<file path="config.mk">
export PLATFORM = sky130hd
export DESIGN_NAME = flip_select_controller
export DESIGN_NICKNAME = d
export VERILOG_FILES = /design/src/rtl/sat_pkg.sv /design/src/rtl/flip_select_controller_lfsr32.sv /design/src/rtl/flip_select_controller.sv
export SDC_FILE = /design/constraint.sdc
export NUM_CORES = 1
export LEC_CHECK = 0
export ABC_CLOCK_PERIOD_IN_PS = 4200
export BUFFER_PORTS_ARGS = -buffer_cell sky130_fd_sc_hd__buf_2
export CAP_MARGIN = 20
export CORE_AREA = 5 5 124 67
export CTS_CLUSTER_SIZE = 16
export DETAILED_ROUTE_END_ITERATION = 10
export DIE_AREA = 0 0 129 72
export GPL_ROUTABILITY_DRIVEN = 0
export GPL_TIMING_DRIVEN = 0
export PLACE_DENSITY = 0.89
export SLEW_MARGIN = 10
export SYNTH_ARGS = -nofsm -noshare
export SYNTH_HDL_FRONTEND = slang
export SYNTH_SLANG_ARGS = --single-unit
export TNS_END_PERCENT = 100
</file>
<file path="constraint.sdc">
create_clock -name clk -period 4.2 [get_ports clk]
set_input_delay 0.63 -clock clk [delete_from_list [all_inputs] [get_ports clk]]
set_output_delay 0.63 -clock clk [all_outputs]
set_load 0.02 [all_outputs]
</file>
<file path="src/rtl/sat_pkg.sv">
// Purpose: shared constants and types for the WalkSAT flip-select slice.
// Latency: n/a (declarations only).
// Backpressure: n/a.
package sat_pkg;

  localparam int NSAT     = 3;
  localparam int VAR_BITS = 10;

  // Selector write/select strobe encoding; one code per literal slot, then select.
  localparam logic [1:0] WREN_IDLE   = 2'b00;
  localparam logic [1:0] WREN_SLOT0  = 2'b01;
  localparam logic [1:0] WREN_SLOT1  = 2'b10;
  localparam logic [1:0] WREN_SELECT = 2'b11;

  // Selector reports this when no slot could be chosen.
  localparam logic [1:0] SEL_INVALID = 2'b11;

  typedef enum logic [2:0] {
    IDLE,
    ISSUE,
    DRAIN,
    CAPTURE,
    HOLD
  } state_t;

endpackage

</file>
<file path="src/rtl/flip_select_controller_lfsr32.sv">
// Purpose: 32-bit Galois LFSR (x^32+x^22+x^2+x+1) feeding the selector random input.
// Latency: new word every cycle; q is the register itself.
// Backpressure: none, free-running outside reset.
// Ports: clk, reset (sync, active-high), q (current LFSR state).
module lfsr32 #(
  parameter logic [31:0] SEED = 32'h1ACE5EED
) (
  input  logic        clk,
  input  logic        reset,
  output logic [31:0] q
);

  // An all-zero state would lock up the register, so a zero seed becomes 1.
  localparam logic [31:0] SEED_EFF = (SEED == 32'd0) ? 32'd1 : SEED;
  localparam logic [31:0] TAP_MASK = 32'h80200003;

  always_ff @(posedge clk) begin
    if (reset) begin
      q <= SEED_EFF;
    end else if (q[0]) begin
      q <= (q >> 1) ^ TAP_MASK;
    end else begin
      q <= q >> 1;
    end
  end

endmodule

</file>
<file path="src/rtl/flip_select_controller.sv">
// Purpose: sequences one unsatisfied clause through occurrence-memory reads and the flip selector.
// Latency: first read C = cycle after acceptance; wren 11 at C+2+RD_LATENCY; flip_valid_o at C+4+RD_LATENCY.
// Backpressure: one clause in flight; clause_ready_o low until the cycle after the flip handshake.
// Ports: clause_* (clause in, valid/ready), mem_rd_* (read strobe/addr), wren_o/bv_valid_o/rand_o/
//        sel_selected_i (selector side), flip_* (result out, valid/ready), error_o (dropped-clause pulse).
module flip_select_controller
  import sat_pkg::*;
#(
  parameter int          RD_LATENCY = 2,
  parameter logic [31:0] LFSR_SEED  = 32'h1ACE5EED
) (
  input  logic                     clk,
  input  logic                     reset,
  input  logic                     clause_valid_i,
  output logic                     clause_ready_o,
  input  logic [NSAT*VAR_BITS-1:0] clause_vars_i,
  input  logic [NSAT-1:0]          clause_lit_valid_i,
  output logic                     mem_rd_en_o,
  output logic [VAR_BITS-1:0]      mem_rd_addr_o,
  output logic [1:0]               wren_o,
  output logic [NSAT-1:0]          bv_valid_o,
  output logic [31:0]              rand_o,
  input  logic [1:0]               sel_selected_i,
  output logic                     flip_valid_o,
  input  logic                     flip_ready_i,
  output logic [VAR_BITS-1:0]      flip_var_o,
  output logic [1:0]               flip_slot_o,
  output logic                     error_o
);

  state_t              state_q, state_d;
  logic [1:0]          slot_q;
  logic [VAR_BITS-1:0] vars_q [NSAT];
  logic [NSAT-1:0]     lit_q;
  logic [1:0]          wren_dl [RD_LATENCY];
  logic [1:0]          issue_code;
  logic                accept;
  logic                sel_bad;

  assign accept  = clause_valid_i && (state_q == IDLE);
  assign sel_bad = (sel_selected_i == SEL_INVALID);

  // The strobe leaves the delay line exactly when the slot's read data reaches the selector.
  assign wren_o     = wren_dl[RD_LATENCY-1];
  assign bv_valid_o = (wren_o == WREN_SELECT) ? lit_q : '0;

  // State register
  always_ff @(posedge clk) begin
    if (reset) begin
      state_q <= IDLE;
    end else begin
      state_q <= state_d;
    end
  end

  // Next-state logic
  always_comb begin
    state_d = state_q;
    case (state_q)
      IDLE:    if (accept && (clause_lit_valid_i != '0)) state_d = ISSUE;
      ISSUE:   if (slot_q == 2'd2) state_d = DRAIN;
      DRAIN:   if (wren_o == WREN_SELECT) state_d = CAPTURE;
      CAPTURE: state_d = sel_bad ? IDLE : HOLD;
      HOLD:    if (flip_ready_i) state_d = IDLE;
      default: state_d = IDLE;
    endcase
  end

  // Output logic
  always_comb begin
    clause_ready_o = (state_q == IDLE);
    mem_rd_en_o    = (state_q == ISSUE);
    flip_valid_o   = (state_q == HOLD);
    mem_rd_addr_o  = '0;
    issue_code     = WREN_IDLE;
    if (state_q == ISSUE) begin
      mem_rd_addr_o = vars_q[slot_q];
      // slot 0/1/2 maps onto WREN_SLOT0/WREN_SLOT1/WREN_SELECT
      issue_code    = slot_q + 2'd1;
    end
  end

  // Datapath: clause latch, slot counter, strobe delay line, flip result, error pulse
  always_ff @(posedge clk) begin
    if (reset) begin
      slot_q      <= 2'd0;
      lit_q       <= '0;
      flip_var_o  <= '0;
      flip_slot_o <= 2'd0;
      error_o     <= 1'b0;
      for (int k = 0; k < NSAT; k++) vars_q[k] <= '0;
      for (int i = 0; i < RD_LATENCY; i++) wren_dl[i] <= WREN_IDLE;
    end else begin
      if (accept) begin
        lit_q <= clause_lit_valid_i;
        for (int k = 0; k < NSAT; k++) vars_q[k] <= clause_vars_i[k*VAR_BITS +: VAR_BITS];
      end

      if (state_q == ISSUE && slot_q != 2'd2) begin
        slot_q <= slot_q + 2'd1;
      end else begin
        slot_q <= 2'd0;
      end

      wren_dl[0] <= issue_code;
      for (int i = 1; i < RD_LATENCY; i++) wren_dl[i] <= wren_dl[i-1];

      if (state_q == CAPTURE && !sel_bad) begin
        flip_var_o  <= vars_q[sel_selected_i];
        flip_slot_o <= sel_selected_i;
      end

      // A clause with no literals, or one the selector rejects, is dropped with a pulse.
      error_o <= (accept && (clause_lit_valid_i == '0)) ||
                 (state_q == CAPTURE && sel_bad);
    end
  end

  lfsr32 #(
    .SEED (LFSR_SEED)
  ) u_lfsr (
    .clk   (clk),
    .reset (reset),
    .q     (rand_o)
  );

endmodule

</file>
# After elaboration in Yosys (flattened, before gate mapping)
# Memory sizes are Yosys's and may differ from the RTL's. A register that Yosys moved wholly into a read port is not among the register bits.
# Cells that the tools add are included.
# Widths: inputs -> output; s select.
totals:
  register_bits: 43
  latch_bits: 0
  mem_bits_rw: 34
  romBits: 0
  inputBits: 39
  output_inout_bits: 63
  word_cells: 66
  memories: 2
mem_list:
  columns: ["name", "words", "word_bits", "read_ports", "rd_ports_with_merged_regs", "wr", "line", "rtl"]
  rows:
  - ["vars_q", 3, 10, 2, 2, 3, "flip_select_controller.sv:33", "logic [VAR_BITS-1:0] vars_q [NSAT];"]
  - ["wren_dl", 2, 2, 2, 0, 2, "flip_select_controller.sv:35", "logic [1:0] wren_dl [RD_LATENCY];"]
classes:
  addsub: 1
  mul: 0
  div_mod_pow: 0
  n_lt_le_gt_ge: 0
  n_eq_ne: 12
  shifts: 0
  n_mux: 22
  bitwise_logic: 8
  reduce_logical: 14
ops:
  columns: ["cell", "n"]
  rows:
  - ["$mux 10", 4]
  - ["$mux 22", 1]
  - ["$mux 3", 6]
  - ["$pmux 3 s5", 1]
  - ["$mux 2", 4]
  - ["$eq 2x2->1 const B", 3]
  - ["$eq 3x2->1 const B", 2]
  - ["$logic_and 1x1->1", 6]
  - ["$logic_not 3->1", 2]
  - ["$mux 1", 6]
  - ["$ne 2x1->1 const B", 3]
  - ["$or 1x1->1", 5]
  - ["$ne 2x2->1 const B", 2]
  - ["$not 3->4", 1]
  - ["$reduce_and 4->1", 1]
  - ["$reduce_or 2->1", 2]
  - ["$eq 3x1->1 const B", 1]
  - ["$eq 3x3->1 const B", 1]
  - ["$reduce_bool 3->1", 1]
  - ["$add 2x1->2 const B", 1]
  - ["$not 1->1", 2]
  - ["$logic_not 1->1", 1]
  - ["$logic_or 1x1->1", 1]

# Longest topological paths before layout
logic_depth:
  ltp_word: 6
  depth_mapped: 7
  depth_no_buf: 5

# Modules after synthesis
# A second synthesis with hierarchy kept.
hier_totals:
  cells_unflattened: 301
  hier_area_um2: 3554.7
modules_own_cells:
  columns: ["mod", "n_inst", "cells_per_inst", "area_per_inst_um2"]
  rows:
  - ["flip_select_controller", 1, 231, 2658.8]
  - ["lfsr32", 1, 70, 895.9]

# Worst setup path after synthesis
# Ideal clock, no wire load.
synth_path:
  kind: "input-to-reg"
  startpoint: "input reset"
  endpoint: "memory vars_q[0][0] (enable)"
  setup_time_ps: 385
  t_arrival_ps: 1619
  required_ps: 3815
  path_slack_ps: 2196
  cell_stages: 3
  cell_sequence: "clkbuf_1 a21oi_1 inv_1"
synth_rtl:
  columns: ["element", "line", "rtl"]
  rows:
  - ["start, declared", "flip_select_controller.sv:13", "input logic reset,"]
  - ["end, declared", "flip_select_controller.sv:33", null]

==> run_results.csv <==
group,metric,value,unit
outcome,status,"finished clean",
global_routing,grt.total_usage,0.193,
die,die_width,129,um
worst_setup_path,critical_path.max_fanout,10,
timing,relSlewSlack,0.629,
routing,avgRoutedWirePerCell,16.5,um
synthesis,synthMuxAreaShare,0.0644,
final_layout,antenna_cells,0,
job,cap_violations,0,
worst_setup_path,worstReg2RegStart,"state_q[0]",
timing,tns,0,ns
routing,drtIter0Drc,185,
worst_setup_path,path_class,"reg2out",
worst_setup_path,crit_cells,7,
final_layout,multi_input_area,0.00125,mm2
routing,ant_nets,0,
clocking,cts.clk_slew.worst_paths,0.06,ns
routing,drc,0,
clocking,cts_sinks,87,
worst_setup_path,cpPeakStageDelay,0.30,ns
synthesis,synthFlopType,"dfxtp_1",
synthesis,yosysUniqueCellTypes,33,
synthesis,synth-async-reset-ratio,0,
worst_setup_path,rrSetupSlack,2.54,ns
synthesis,synth_nets,359,
worst_setup_path,cp-end-kind,"primary output",
worst_setup_path,slowest_stage,"dfxtp_1",
synthesis,synth_edf_count,30,
synthesis,syn-cell-area,0.00346,mm2
global_routing,grt_pass1_wl,13500,um
worst_setup_path,crit_chain,"clkbuf_1 -> buf_4 -> mux2i_1 -> nor2_1 -> a21oi_1 -> nor2_1 -> buf_2",
timing,setup_ws,1.70,ns
power_and_ir_drop,p_int,0.00146,W
timing,max_freq,0.400,GHz
timing,setup_violations,0,
hold_path,min_path_type,"reg2reg",
synthesis,synth-seq-cells,87,
synthesis,synth-simple-area-share,0.212,
die,coreArea,0.00710,mm2
worst_setup_path,crit_start,"slot_q[0]",
worst_setup_path,cp-start-kind,"flop",
final_layout,finalNetCount,472,
clocking,cts_root_buffer,"clkbuf_16",
final_layout,drive_above_1_share,0.356,
timing,finClkSkew,0.00462,ns
clocking,cts_resized,0,
worst_setup_path,crit_arrival,1.87,ns
clocking,cts_made_buffers,9,
die,die_height,72,um
timing,slew_viol_final,0,
synthesis,synthXorXnorAreaFrac,0.00760,
place,port_buffers,101,
hold_path,hp-start,"u_lfsr.q[6]",
clocking,postCtsHoldBufs,0,
power_and_ir_drop,p_clk_frac,0.390,
die,io-pin-count,102,
worst_setup_path,r2r_end,"vars_q[1][7]",
power_and_ir_drop,irDropWorstVdd,0.218,mV
final_layout,fill_cells,596,
place,pre_cts_slack,1.70,ns
routing,route.vias.total,2702,
clocking,cts_tree,"done",
die,rows,22,
clocking,clk_path_buf_depth,2,
power_and_ir_drop,switching_share,0.231,
timing,finalCritPeriodShare,0.596,
routing,vias_per_cell,5.08,
worst_setup_path,r2r_cells,4,
power_and_ir_drop,cellPowerDensity,434,mW/mm2
final_layout,register_area,0.00204,mm2
routing,firstDrtPassIters,5,
final_layout,area_growth,27.0,%
worst_setup_path,cpLargestDelayFamily,"buffers and inverters",
timing,worstMarginPinSlew,0.557,ns
clocking,cts_setup_buffers,0,
worst_setup_path,path_common_cell,"nor2_1",
synthesis,synth-adder-area-share,0.00362,
synthesis,synth_compound_area_frac,0.0746,
worst_setup_path,critPathBufInv,3,
worst_setup_path,cp.required,3.57,ns
power_and_ir_drop,switchingPower,0.000441,W
worst_setup_path,endpoint,"mem_rd_addr_o[7]",
place,dp_hpwl,6660,um
timing,hold_viol_final,0,
die,start_util,0.487,
synthesis,synth_cells,319,
clocking,clk-insertion-delay-late,0.34,ns
global_routing,grt_overflow,0,
global_routing,antenna_found_initial,0,
synthesis,seq_area_frac_synth,0.591,
timing,fin_crit,2.50,ns
power_and_ir_drop,power_frac_seq,0.501,
synthesis,yosys_warnings,0,
routing,routed_wirelength,8770,um
synthesis,synth_top_family_by_area,"simple AND/OR/NAND/NOR gates",
global_routing,grt_pass1_vias,2685,
global_routing,grt_max_degree,31,
clocking,ctsHtreeMaxLevel,3,
timing,rsz0062_at_grt,"false",
power_and_ir_drop,p_comb_frac,0.109,
die,fp.dieArea,0.00929,mm2
synthesis,synth_area_per_cell,10.8,um2
power_and_ir_drop,p_leak,1.91,nW
cell usage in the layout (no fill, tap or decap), drive strengths merged:
| cell type | instances |
|---|---|
| a21oi | 32 |
| inv | 3 |
| nor2b | 14 |
| mux2i | 11 |
| nor3b | 2 |
| dfxtp | 57 |
| o31ai | 1 |
| or3b | 1 |
| edfxtp | 30 |
| o21ai | 11 |
| nor3 | 7 |
| a311oi | 1 |
| clkbuf | 25 |
| and2 | 30 |
| or2 | 18 |
| nor2 | 26 |
| nand3b | 1 |
| mux2 | 10 |
| buf | 117 |
| ha | 1 |
| nand2 | 12 |
| nor4 | 2 |
| and3 | 3 |
| nand2b | 13 |
| a22o | 3 |
| and3b | 1 |
| nor4b | 1 |
| xnor2 | 3 |
worst reg2reg max path, delay by kind of cell, from the launching register on:
family                 cells  cell delay [ns]
DFF                        1             0.38
and+or+nand+nor            1             0.27
buffers and inverters      2             0.52
AOI/OAI and AO/OA          1             0.17
layer usage:
layer	part of all wire	track usage
met1	0.45	0.259
met2	0.43	0.282
met3	0.099	0.0860
met4	0.015	0.0594
met5	0	0
synthesized netlist by cell type (2+ instances only):
| cell | instances | area, um2 |
|---|---|---|
| nor3b_1 | 2 | 15.0 |
| o21ai_1 | 2 | 10.0 |
| edfxtp_1 | 30 | 901 |
| nor2b_1 | 14 | 87.6 |
| nor2_1 | 26 | 97.6 |
| nor3_1 | 6 | 30.0 |
| o21ai_0 | 9 | 45.0 |
| buf_1 | 2 | 7.51 |
| a22o_1 | 3 | 26.3 |
| nand2b_1 | 13 | 81.3 |
| inv_1 | 3 | 11.3 |
| and2_1 | 30 | 188 |
| nand2_1 | 12 | 45.0 |
| mux2i_1 | 11 | 110 |
| and3_1 | 3 | 18.8 |
| or2_2 | 18 | 113 |
| mux2_2 | 10 | 113 |
| nor4_1 | 2 | 12.5 |
| a21oi_1 | 32 | 160 |
| clkbuf_1 | 10 | 37.5 |
| buf_2 | 4 | 20.0 |
| buf_6 | 5 | 56.3 |
| buf_4 | 4 | 30.0 |
| xnor2_1 | 3 | 26.3 |
| dfxtp_1 | 57 | 1140 |
power by group through the flow:
stage | clock, W | combinational (W) | sequential (W)
3_5_place_dp | 0 | 0.000203 | 0.000971
2_1_floorplan | 0 | 0.000107 | 0.000985
3_3_place_gp | 0 | 0.000197 | 0.000967
5_1_grt | 0.000795 | 0.000226 | 0.000958
6_report | 0.000743 | 0.000208 | 0.000954
4_1_cts | 0.000749 | 0.000204 | 0.000954
cell type report:
cell class                 instances  area share
inverter                           3     0.00257
timing repair buffer             102       0.121
multi-input combinational        204       0.285
buffer                            25      0.0345
sequential                        87       0.465
tap                               96      0.0274
clock buffer                      15      0.0636
state kept, by name, summed over array words and instances, names as in the netlist:
name / cells
u_lfsr.q: 32
vars_q: 30
flip_var_o: 10
wren_dl: 4
lit_q: 3
state_q: 3
flip_slot_o: 2
slot_q: 2
error_o: 1
how the worst min path moves through the flow:
stage	to	slack, ns	cells past startpoint
2_1_floorplan	wren_dl[0][2]	0.41	1
3_3_place_gp	u_lfsr.q[2]	0.41	1
3_5_place_dp	u_lfsr.q[10]	0.42	1
4_1_cts	u_lfsr.q[12]	0.44	1
5_1_grt	u_lfsr.q[12]	0.45	1
6_report	u_lfsr.q[5]	0.43	1
cell families (layout without fill, tap and decap cells):
kind of cell,count (synthesis),after routing
xor+xnor,3,3
flops,87,87
fa+ha+maj,1,1
simple gates,131,131
mux,21,21
buf+inv,28,145
compound gates,48,48
per-stage QoR:
step                power [W]  instance area (um2)  utilization  instances  hold WS, ns
finish                0.00190                 4390        0.618        532        0.435
global route          0.00198                 4390        0.618        532        0.451
CTS                   0.00191                 4360        0.614        531        0.436
detailed placement    0.00117                 4080        0.575        516        0.423
global placement      0.00116                 4080        0.575        516        0.415
floorplan             0.00109                 3460            -        319        0.414
Power figures use the tool's default switching activity.
